==> config.mk <==
export PLATFORM = sky130hd
export DESIGN_NAME = alu_nibble_sequencer_flat
export DESIGN_NICKNAME = d
export VERILOG_FILES = /design/src/rtl/alu_nibble_sequencer_pkg.sv /design/src/rtl/alu_nibble_sequencer_if.sv /design/src/rtl/alu_nibble_sequencer.sv /design/src/flat_wrapper.sv
export SDC_FILE = /design/constraint.sdc
export NUM_CORES = 1
export LEC_CHECK = 0
export BUFFER_PORTS_ARGS = -buffer_cell sky130_fd_sc_hd__buf_2
export CAP_MARGIN = 20
export CORE_AREA = 2 2 85 87
export DETAILED_ROUTE_END_ITERATION = 8
export DIE_AREA = 0 0 87 89
export GPL_ROUTABILITY_DRIVEN = 0
export PLACE_DENSITY = 0.83
export SETUP_SLACK_MARGIN = 0.02
export SYNTH_ARGS = -nofsm -noshare
export SYNTH_HDL_FRONTEND = slang
export SYNTH_SLANG_ARGS = --single-unit
==> constraint.sdc <==
create_clock -name clk -period 2.26 [get_ports clk]
set_clock_uncertainty 0.05 [all_clocks]
set_input_delay 0.452 -clock clk [delete_from_list [all_inputs] [get_ports clk]]
set_output_delay 0.452 -clock clk [all_outputs]
set_load 0.02 [all_outputs]
==> src/rtl/alu_nibble_sequencer_pkg.sv <==
// alu_nibble_sequencer_pkg
//   Types and constants shared by the nibble sequencer, its interface and
//   the bench: the sequencer state encoding and the ALU slice width.
package alu_nibble_sequencer_pkg;

  // Width of one 74181 slice
  localparam int NIB_W = 4;

  typedef enum logic [1:0] {
    ST_IDLE = 2'd0,
    ST_RUN  = 2'd1,
    ST_DONE = 2'd2
  } state_t;

endpackage : alu_nibble_sequencer_pkg

==> src/rtl/alu_nibble_sequencer_if.sv <==
// alu_nibble_sequencer_if
//   Bundles the request/result signals and the 74181 slice connection of the
//   nibble sequencer.
//   Request side : start, a_in, b_in, s_in, m_in, cn_in
//   Result side  : busy, done, result, cout, equal
//   Slice drive  : alu_a, alu_b, alu_s, alu_m, alu_cn
//   Slice return : alu_f, alu_cn4, alu_equal (combinational from the 74181)
//   modport slave  : the sequencer
//   modport master : the integration side (requester plus the external 74181)
interface alu_nibble_sequencer_if #(
  parameter int NIBBLES = 4
);
  import alu_nibble_sequencer_pkg::*;

  localparam int W = NIB_W * NIBBLES;

  logic             start;
  logic [W-1:0]     a_in;
  logic [W-1:0]     b_in;
  logic [3:0]       s_in;
  logic             m_in;
  logic             cn_in;

  logic             busy;
  logic             done;
  logic [W-1:0]     result;
  logic             cout;
  logic             equal;

  logic [NIB_W-1:0] alu_a;
  logic [NIB_W-1:0] alu_b;
  logic [3:0]       alu_s;
  logic             alu_m;
  logic             alu_cn;
  logic [NIB_W-1:0] alu_f;
  logic             alu_cn4;
  logic             alu_equal;

  modport slave (
    input  start, a_in, b_in, s_in, m_in, cn_in,
    input  alu_f, alu_cn4, alu_equal,
    output busy, done, result, cout, equal,
    output alu_a, alu_b, alu_s, alu_m, alu_cn
  );

  modport master (
    output start, a_in, b_in, s_in, m_in, cn_in,
    output alu_f, alu_cn4, alu_equal,
    input  busy, done, result, cout, equal,
    input  alu_a, alu_b, alu_s, alu_m, alu_cn
  );

endinterface : alu_nibble_sequencer_if

==> src/rtl/alu_nibble_sequencer.sv <==
// alu_nibble_sequencer
//   Runs a W-bit operation (W = 4*NIBBLES) through a single external 74181
//   slice, one nibble per clock, least significant nibble first, chaining the
//   slice carry through a register.
//   Ports:
//     clk : clock, all state on the rising edge
//     rst : asynchronous active-high reset
//     bus : alu_nibble_sequencer_if.slave (request, result and slice signals)
//   A start accepted on edge N gives done=1 in the cycle after edge N+NIBBLES.
//   result/cout/equal hold from DONE until the next accepted start.
module alu_nibble_sequencer
  import alu_nibble_sequencer_pkg::*;
#(
  parameter int NIBBLES = 4
) (
  input  logic                  clk,
  input  logic                  rst,
  alu_nibble_sequencer_if.slave bus
);

  localparam int W     = NIB_W * NIBBLES;
  localparam int IDX_W = (NIBBLES > 1) ? $clog2(NIBBLES) : 1;
  localparam logic [IDX_W-1:0] LAST_IDX = IDX_W'(NIBBLES - 1);

  state_t           state;
  logic [IDX_W-1:0] idx;
  logic [IDX_W-1:0] next_idx;
  logic [W-1:0]     a_lat;
  logic [W-1:0]     b_lat;
  logic             eq_acc;

  assign next_idx = idx + IDX_W'(1);

  // alu_cn doubles as the chained carry register. alu_a/alu_b are preloaded
  // one cycle ahead so the slice sees nibble idx throughout each RUN cycle.
  always_ff @(posedge clk or posedge rst) begin
    if (rst) begin
      state      <= ST_IDLE;
      idx        <= '0;
      a_lat      <= '0;
      b_lat      <= '0;
      eq_acc     <= 1'b0;
      bus.busy   <= 1'b0;
      bus.done   <= 1'b0;
      bus.result <= '0;
      bus.cout   <= 1'b0;
      bus.equal  <= 1'b0;
      bus.alu_a  <= '0;
      bus.alu_b  <= '0;
      bus.alu_s  <= '0;
      bus.alu_m  <= 1'b0;
      bus.alu_cn <= 1'b0;
    end else begin
      case (state)
        ST_IDLE: begin
          if (bus.start) begin
            a_lat      <= bus.a_in;
            b_lat      <= bus.b_in;
            bus.alu_s  <= bus.s_in;
            bus.alu_m  <= bus.m_in;
            bus.alu_cn <= bus.cn_in;
            bus.alu_a  <= bus.a_in[NIB_W-1:0];
            bus.alu_b  <= bus.b_in[NIB_W-1:0];
            idx        <= '0;
            eq_acc     <= 1'b1;
            bus.busy   <= 1'b1;
            state      <= ST_RUN;
          end
        end

        ST_RUN: begin
          bus.result[idx*NIB_W +: NIB_W] <= bus.alu_f;
          bus.alu_cn <= bus.alu_cn4;
          eq_acc     <= eq_acc & bus.alu_equal;
          if (idx == LAST_IDX) begin
            bus.cout  <= bus.alu_cn4;
            bus.equal <= eq_acc & bus.alu_equal;
            bus.busy  <= 1'b0;
            bus.done  <= 1'b1;
            state     <= ST_DONE;
          end else begin
            idx       <= next_idx;
            bus.alu_a <= a_lat[next_idx*NIB_W +: NIB_W];
            bus.alu_b <= b_lat[next_idx*NIB_W +: NIB_W];
          end
        end

        ST_DONE: begin
          bus.done <= 1'b0;
          state    <= ST_IDLE;
        end

        default: begin
          state <= ST_IDLE;
        end
      endcase
    end
  end

endmodule : alu_nibble_sequencer

==> src/flat_wrapper.sv <==
// flat-port wrapper written by rule: the top's interface ports become plain ports
module alu_nibble_sequencer_flat import alu_nibble_sequencer_pkg::*;
#(
  parameter int NIBBLES = 4
)
  (clk, rst, bus_start, bus_a_in, bus_b_in, bus_s_in, bus_m_in, bus_cn_in, bus_alu_f, bus_alu_cn4, bus_alu_equal, bus_busy, bus_done, bus_result, bus_cout, bus_equal, bus_alu_a, bus_alu_b, bus_alu_s, bus_alu_m, bus_alu_cn);
  alu_nibble_sequencer_if #(.NIBBLES(NIBBLES)) bus_i ();
  input  logic clk;
  input  logic rst;
  input wire logic [$bits(bus_i.start)-1:0] bus_start;
  input wire logic [$bits(bus_i.a_in)-1:0] bus_a_in;
  input wire logic [$bits(bus_i.b_in)-1:0] bus_b_in;
  input wire logic [$bits(bus_i.s_in)-1:0] bus_s_in;
  input wire logic [$bits(bus_i.m_in)-1:0] bus_m_in;
  input wire logic [$bits(bus_i.cn_in)-1:0] bus_cn_in;
  input wire logic [$bits(bus_i.alu_f)-1:0] bus_alu_f;
  input wire logic [$bits(bus_i.alu_cn4)-1:0] bus_alu_cn4;
  input wire logic [$bits(bus_i.alu_equal)-1:0] bus_alu_equal;
  output wire logic [$bits(bus_i.busy)-1:0] bus_busy;
  output wire logic [$bits(bus_i.done)-1:0] bus_done;
  output wire logic [$bits(bus_i.result)-1:0] bus_result;
  output wire logic [$bits(bus_i.cout)-1:0] bus_cout;
  output wire logic [$bits(bus_i.equal)-1:0] bus_equal;
  output wire logic [$bits(bus_i.alu_a)-1:0] bus_alu_a;
  output wire logic [$bits(bus_i.alu_b)-1:0] bus_alu_b;
  output wire logic [$bits(bus_i.alu_s)-1:0] bus_alu_s;
  output wire logic [$bits(bus_i.alu_m)-1:0] bus_alu_m;
  output wire logic [$bits(bus_i.alu_cn)-1:0] bus_alu_cn;
  assign bus_i.start = bus_start;
  assign bus_i.a_in = bus_a_in;
  assign bus_i.b_in = bus_b_in;
  assign bus_i.s_in = bus_s_in;
  assign bus_i.m_in = bus_m_in;
  assign bus_i.cn_in = bus_cn_in;
  assign bus_i.alu_f = bus_alu_f;
  assign bus_i.alu_cn4 = bus_alu_cn4;
  assign bus_i.alu_equal = bus_alu_equal;
  assign bus_busy = bus_i.busy;
  assign bus_done = bus_i.done;
  assign bus_result = bus_i.result;
  assign bus_cout = bus_i.cout;
  assign bus_equal = bus_i.equal;
  assign bus_alu_a = bus_i.alu_a;
  assign bus_alu_b = bus_i.alu_b;
  assign bus_alu_s = bus_i.alu_s;
  assign bus_alu_m = bus_i.alu_m;
  assign bus_alu_cn = bus_i.alu_cn;
  alu_nibble_sequencer #(.NIBBLES(NIBBLES)) u_core (.clk(clk), .rst(rst), .bus(bus_i));
endmodule
After elaboration in Yosys (flattened, before gate mapping)
Cells that the tools add are included.
Word-level totals
  input port bits: 47
  word-level logic and storage cells: 59
  output and inout bits: 34
  register bits after elaboration: 71
Cells by class
  reductions and logical operators: 10
  bitwise operators: 1
  equal/unequal tests: 6
  multiplexer cells: 21
  $add $sub $neg: 2
  shifts and indexed selects: 4
Operators with widths (number)
  negator 4 -> 34 bit: 1
  variable shift 4 x 34 -> 16 bit (first input constant): 1
  indexed part select 4 x 34 -> 16 bit: 1
  indexed part select 16 x 5 -> 4 bit: 2
  bitwise mux 16 bit: 1
  two-way mux 4 bit: 4
  one-hot mux 4 bit (2 select lines): 2
  AND reduction 2 bit: 5
  two-way mux 2 bit: 4
  one-hot mux 1 bit (2 select lines): 4
  one-hot mux 2 bit (2 select lines): 2
  AND reduction 3 bit: 2
  equality test 2 bit (second input constant): 2
  two-way mux 1 bit: 4
  != test 2 bit (second input constant): 2
  nonzero test 2 bit: 2
  adder 2 x 1 -> 2 bit (second input constant): 1
  equality test 2 x 1 -> 1 bit (second input constant): 1
  zero test 2 bit: 1
  != test 2 x 1 -> 1 bit (second input constant): 1
  bitwise AND 1 bit: 1

Longest topological paths before layout
Gate-level depths: netlist (run 1).
  depth after elaboration: 4
  depth in mapped cells: 8
  gate-level depth less buffers: 5

Worst setup path before layout (run 1)
No wires, ideal clock.
  path type: register to register
  start: register u_core.idx[0]
  end: register u_core.bus.alu_b[1]
  buffers on the path: 3
  library setup time: 126 ps
  data arrival time: 2074 ps
  path slack: 10 ps
  data required time: 2084 ps
  period minus slack after synthesis: 2250 ps
  stages on the path, launching flop included: 9
  path through: dfrtp_1 buf_2 buf_6 inv_1 ha_1 buf_6 mux4_2 and2_1 a221o_1
On the way
  word-level cells in the longest chain between the ends: 4
  elaborated cells on any way between the ends: 7
  classes of those cells: 1 x add/sub; 2 x eq/ne; 1 x shift; 2 x mux; 1 x reduce/logical
Ends and longest elaborated chain
  from (decl): line alu_nibble_sequencer.sv:26  | logic [IDX_W-1:0] idx;
  from (signal assigned): line alu_nibble_sequencer.sv:82  | idx <= next_idx;
  adder 2 x 1 -> 2 bit: line alu_nibble_sequencer.sv:32  | assign next_idx = idx + IDX_W'(1);
  indexed part select 16 x 5 -> 4 bit: line alu_nibble_sequencer.sv:84  | bus.alu_b <= b_lat[next_idx*NIB_W +: NIB_W];
  two-way mux 4 bit: line alu_nibble_sequencer.sv:75  | if (idx == LAST_IDX) begin
  one-hot mux 4 bit (2 select lines): line alu_nibble_sequencer.sv:54  | case (state)
  to (signal assigned): line alu_nibble_sequencer.sv:63  | bus.alu_b <= bus.b_in[NIB_W-1:0];
  to (signal assigned): line alu_nibble_sequencer.sv:84
  to (decl): line alu_nibble_sequencer_if.sv:43  | output alu_a, alu_b, alu_s, alu_m, alu_cn
Parallel ways exist; a longest one is shown, timed or not. The select of a mux whose other input is x is not followed.
A chain may end at the register's enable or synchronous reset.

Worst setup path in the final report (run 1)
  start: register u_core.idx[1]
  end: register u_core.bus.alu_b[2]
The elaborated chain is that of the path after synthesis.

==> reports/metrics.cfg, run 1 <==
[layout]
nets=369
diodes=0
nFillCells=560
finalInstanceArea_um2=3880
drive_gt1_frac=0.492
final_util=0.577
area_growth_pct=24.2

[synth]
synth_edf_count=0
synth_cell_type_count=31
yosysWarningCount=0
synth_most_common_cell=dfrtp_1
synth_cells=228
synthesis.area_um2=3120
synth_top_area_cell=dfrtp_1
synth.avg_cell_area_um2=13.7
synthArstFlopShare=1.00
synth_top_area_frac=0.569
syn-num-nets=281
ys.flop_type=dfrtp_1
ys_top_cells_by_count=dfrtp_1, mux2_2, nand2_1
synth_seq_area_share=0.569
synthTopCellsByArea=dfrtp_1, mux2_2, mux4_2, nand2_1, ha_1
synth_seq_cells=71

[die]
row_count=30
dieArea_um2=7740
core-area_um2=6720
chipWidth_um=87
die_h_um=89
ios=81
start_util=0.465

[clock_tree]
cts_tree=yes
clk_pin_slew_ns=0.07
clock-root-buffer=clkbuf_8
holdBufCountCts=0
clk_latency_ns=0.33
cts_buffer_depth=2
post_cts_resized=0
post_cts_buffers=0
htreeDepth=3
cts-buffers-inserted=9
cts.sink_count=71

[timing]
hold_viol_final=0
min_period_over_period=0.939
tns_ns=0
rsz0062_at_grt=no
worst_slew_pin_slew_ns=0.629
period_needed_ns=2.12
finalSetupViolCount=0
worst_slack_ns=0.139
max_freq_ghz=0.471
maxSlewHeadroom=0.579
finalMaxSlewViolations=0

[critical_path]
slowest_delay_ns=0.55
required_ns=2.43
path_delay_family=adder cells
path_max_fanout=9
startpoint_type=register
cp_cell_sequence=inv_1 > ha_1 > mux4_2 > and2_1 > a221o_1
critical_path_class=reg -> reg
path_buf_inv=1
end_kind=register
arrival_ns=2.30
crit_slowest_cell=ha_1

[global_routing]
grt_use_total=0.179
grt_overflow_total=0
grt_pass1_wl_mm=10.6
antenna_found_initial=0
grt_pass1_vias=2228
grt_max_degree=51

[flow_run]
drv_cap=0

[power]
cellPowerDensity_nw_per_um2=1570
p_comb_frac=0.434
p_switching_mw=2.16
seq_power_share=0.371
p_leak_nw=1.85
switching_share=0.353
p_int_mw=3.95
peakVddDrop_v=0.000657
power_frac_clock=0.195

[drt]
dr_total_vias=2145
ant_nets=0
drt-initial-drc-count=92
vias_per_cell=5.35
drc=0
dr.pass1.iters=4
wire_per_inst_um=16.0
wirelength_mm=6.41

[place]
port_buffers=80
dpl.hpwl_mm=4.61
place_ws_ns=0.121
place_area_um2=3640

[status]
status=finished clean

[min_path]
min_path_type=in -> async

==> power by group through the flow <==
stage,Combinational [mW],Clock [mW],Sequential (mW)
finish,2.65,1.19,2.27
global route,2.89,1.28,2.35
CTS,2.68,1.21,2.27
detailed placement,2.67,0,2.29
global placement,2.58,0,2.26
floorplan,1.66,0,2.55
==> kinds of logic (layout without fill, tap and decap cells) <==
kind of cell             after synthesis  after routing  share of synthesized area
AO/OA/AOI/OAI                         33             33                     0.0781
adder cells (fa/ha/maj)                6              6                     0.0240
buffers and inverters                 19            112                     0.0337
flip-flops                            71             71                      0.569
multiplexers                          55             55                      0.211
AND/OR/NAND/NOR                       44             44                     0.0841
==> routing by layer <==
| metal | wire [um] | vias up | track usage |
|---|---|---|---|
| li1 | - | 1001 | - |
| met4 | 161 | 0 | 0.0824 |
| met3 | 349 | 15 | 0.0369 |
| met2 | 3070 | 69 | 0.293 |
| met1 | 2820 | 1060 | 0.230 |
| met5 | 0 | - | 0 |
==> registers in the layout, indices dropped and copies added (netlist names) <==
register / flops
u_core.a_lat: 16
u_core.b_lat: 16
u_core.bus.result: 16
u_core.bus.alu_a: 4
u_core.bus.alu_b: 4
u_core.bus.alu_s: 4
u_core.idx: 2
u_core.state: 2
u_core.bus.alu_cn: 1
u_core.bus.alu_m: 1
u_core.bus.busy: 1
u_core.bus.cout: 1
u_core.bus.done: 1
u_core.bus.equal: 1
u_core.eq_acc: 1
==> cells in the final DEF (no fill, tap or decap), types with 2 or more instances in the layout <==
cell / count
buf_2: 80
dfrtp_1: 71
mux2_2: 47
nand2_1: 21
clkbuf_8: 13
o21ai_0: 12
inv_1: 8
a22o_1: 8
ha_1: 6
nand2b_1: 5
nand3b_1: 4
a222oi_1: 4
mux2i_1: 4
mux4_2: 4
a221o_1: 4
buf_4: 4
nor3b_1: 2
a21o_1: 2
nor2b_1: 2
and2_0: 2
and2_1: 2
bufinv_16: 2
buf_12: 2
==> worst reg2reg max path, stage by stage (launching register included) <==
cell and delay, ns:
dfrtp_1 0.36, inv_1 0.08, ha_1 0.55, mux4_2 0.56, and2_1 0.17, a221o_1 0.25
==> final timing paths <==
path	start	end	slack (ns)	cells past startpoint
max	u_core.idx[1]	u_core.bus.alu_b[2]	0.14	5
min	rst	u_core.bus.alu_s[0]	0.09	2
max reg2reg	u_core.idx[1]	u_core.bus.alu_b[2]	0.14	5
min reg2reg	u_core.bus.equal	u_core.bus.equal	0.43	2
max in group asynchronous	rst	u_core.a_lat[2]	1.48	3
min in group clk	bus_b_in[6]	u_core.b_lat[6]	0.30	2
==> stage by stage <==
stage	instances	power [mW]	hold WS, ns
after global routing	401	6.52	0.126
after detailed placement	385	4.97	0.417
after floorplan	228	4.21	0.425
after CTS	401	6.17	0.0981
final	401	6.11	0.0879
after global placement	385	4.84	0.404
==> area by class of cell <==
cell class | instances | area [um2] | share of cell area
clock buffer | 14 | 183 | 0.0471
clock inverter | 2 | 60.1 | 0.0155
inverter | 10 | 41.3 | 0.0106
multi-input combinational | 138 | 1250 | 0.322
sequential | 71 | 1780 | 0.458
tap | 80 | 100 | 0.0258
timing repair buffer | 86 | 470 | 0.121
No activity file was read; power rests on OpenSTA's default activity.
==> inputs of run 2 (changes only) <==
Settings changed: CORE_AREA 2 2 85 87 to 2 2 106 108, DIE_AREA 0 0 87 89 to 0 0 108 110, PLACE_DENSITY 0.83 to 0.6.
==> run 2 against run 1 <==
Effect of this change:
- cell area grew 1.8%
- worst hold slack improved by 0.049 ns
- maximum frequency rose by 6.0%
- wire length rose by 9.1%
- sequential power is essentially flat
- die area up 53%
- sequential cell count unchanged
- first-iteration DRC count down 25%
- global-route usage decreased by 5.3 points
- combinational power is essentially flat
- sequential share of layout area fell by 0.80 points
- largest power group unchanged
==> reports/metrics.cfg, run 2 (same netlist as run 1, synthesis figures left out) <==
[timing]
finalSetupViolCount=0
max_freq_ghz=0.500
worst_slack_ns=0.258
hold_viol_final=0
min_period_over_period=0.886
maxSlewHeadroom=0.588
period_needed_ns=2.00
rsz0062_at_grt=no
tns_ns=0
worst_slew_pin_slew_ns=0.617
finalMaxSlewViolations=0
whs_ns=0.136

[critical_path]
required_ns=2.44
cp_cell_sequence=inv_1 > ha_2 > mux4_2 > and2_1 > a221o_1
critical_path_class=reg -> reg
arrival_ns=2.19
path_max_fanout=9
crit_slowest_cell=mux4_2
slowest_delay_ns=0.53
startpoint_type=register
end_kind=register
path_buf_inv=1
path_delay_family=multiplexers

[drt]
drt-initial-drc-count=69
dr_total_vias=2125
dr.pass1.iters=4
wire_per_inst_um=15.1
wirelength_mm=6.99
vias_per_cell=4.58
drc=0
ant_nets=0

[flow_run]
drv_cap=0

[clock_tree]
cts.sink_count=71
cts_tree=yes
clk_pin_slew_ns=0.08
cts_buffer_depth=2
holdBufCountCts=0
clock-root-buffer=clkbuf_8
post_cts_buffers=0
post_cts_resized=0
clk_latency_ns=0.34
cts-buffers-inserted=9
htreeDepth=3

[place]
place_ws_ns=0.123
dpl.hpwl_mm=5.11
place_area_um2=3720
placed_cells=448
port_buffers=80

[power]
peakVddDrop_v=0.000523
cellPowerDensity_nw_per_um2=1540
p_leak_nw=1.85
total_power_mw=6.08

[layout]
final_util=0.369
finalInstanceArea_um2=3950
diodes=0
fin_cells=464
final_common_cell=buf_2
drive_gt1_frac=0.497
multiInputGateArea_um2=1250
nFillCells=1078
mostFrequentLayoutCells=buf_2, dfrtp_1, mux2_2
reg_top3=u_core.a_lat x16, u_core.b_lat x16, u_core.bus.result x16
nets=372
register_area_um2=1780
area_growth_pct=26.4

[die]
ios=81
chipWidth_um=108
start_util=0.292
row_count=38
die_h_um=110
core-area_um2=10700
dieArea_um2=11900

[min_path]
min_path_type=in -> async

[global_routing]
grt_max_degree=30
grt_pass1_vias=2168
grt_use_total=0.126
grt_overflow_total=0
antenna_found_initial=0
grt_pass1_wl_mm=11.2

[status]
status=finished clean

==> run 2: cell count changes in the layout (fill, tap and decap cells not counted), sizes merged <==
cell / change
clkbuf: -1
clkinv: +1
buf: +3
==> run 2: area by class of cell <==
class,count,area share
clock buffers,13,0.0403
clock inverters,3,0.0165
inverters,10,0.0105
multi-input cells,138,0.317
flip-flops and latches,71,0.450
well taps,140,0.0444
repair buffers,89,0.122
==> run 2: final timing paths <==
path,startpoint,to,slack (ns),cells past startpoint
setup / recovery,u_core.idx[1],u_core.bus.alu_b[1],0.26,5
hold / removal,rst,u_core.bus.result[4],0.14,2
setup reg to reg,u_core.idx[1],u_core.bus.alu_b[1],0.26,5
hold reg to reg,u_core.bus.result[6],u_core.bus.result[6],0.43,2
max in group asynchronous,rst,u_core.b_lat[4],1.32,3
min in group clk,bus_b_in[5],u_core.b_lat[5],0.28,2
==> run 2: report_power, final <==
| part | total (mW) | switching [mW] | internal, mW |
|---|---|---|---|
| registers | 2.28 | 0.370 | 1.91 |
| logic | 2.66 | 1.35 | 1.32 |
| clock network | 1.14 | 0.457 | 0.682 |
| total | 6.08 | 2.17 | 3.91 |
==> run 2: layer usage <==
layer / GRT usage / part of all wire / wire length, um
met5: 0 / 0 / 0
met4: 0.0467 / 0.015 / 102
met3: 0.0394 / 0.053 / 368
met2: 0.197 / 0.46 / 3200
met1: 0.166 / 0.47 / 3310
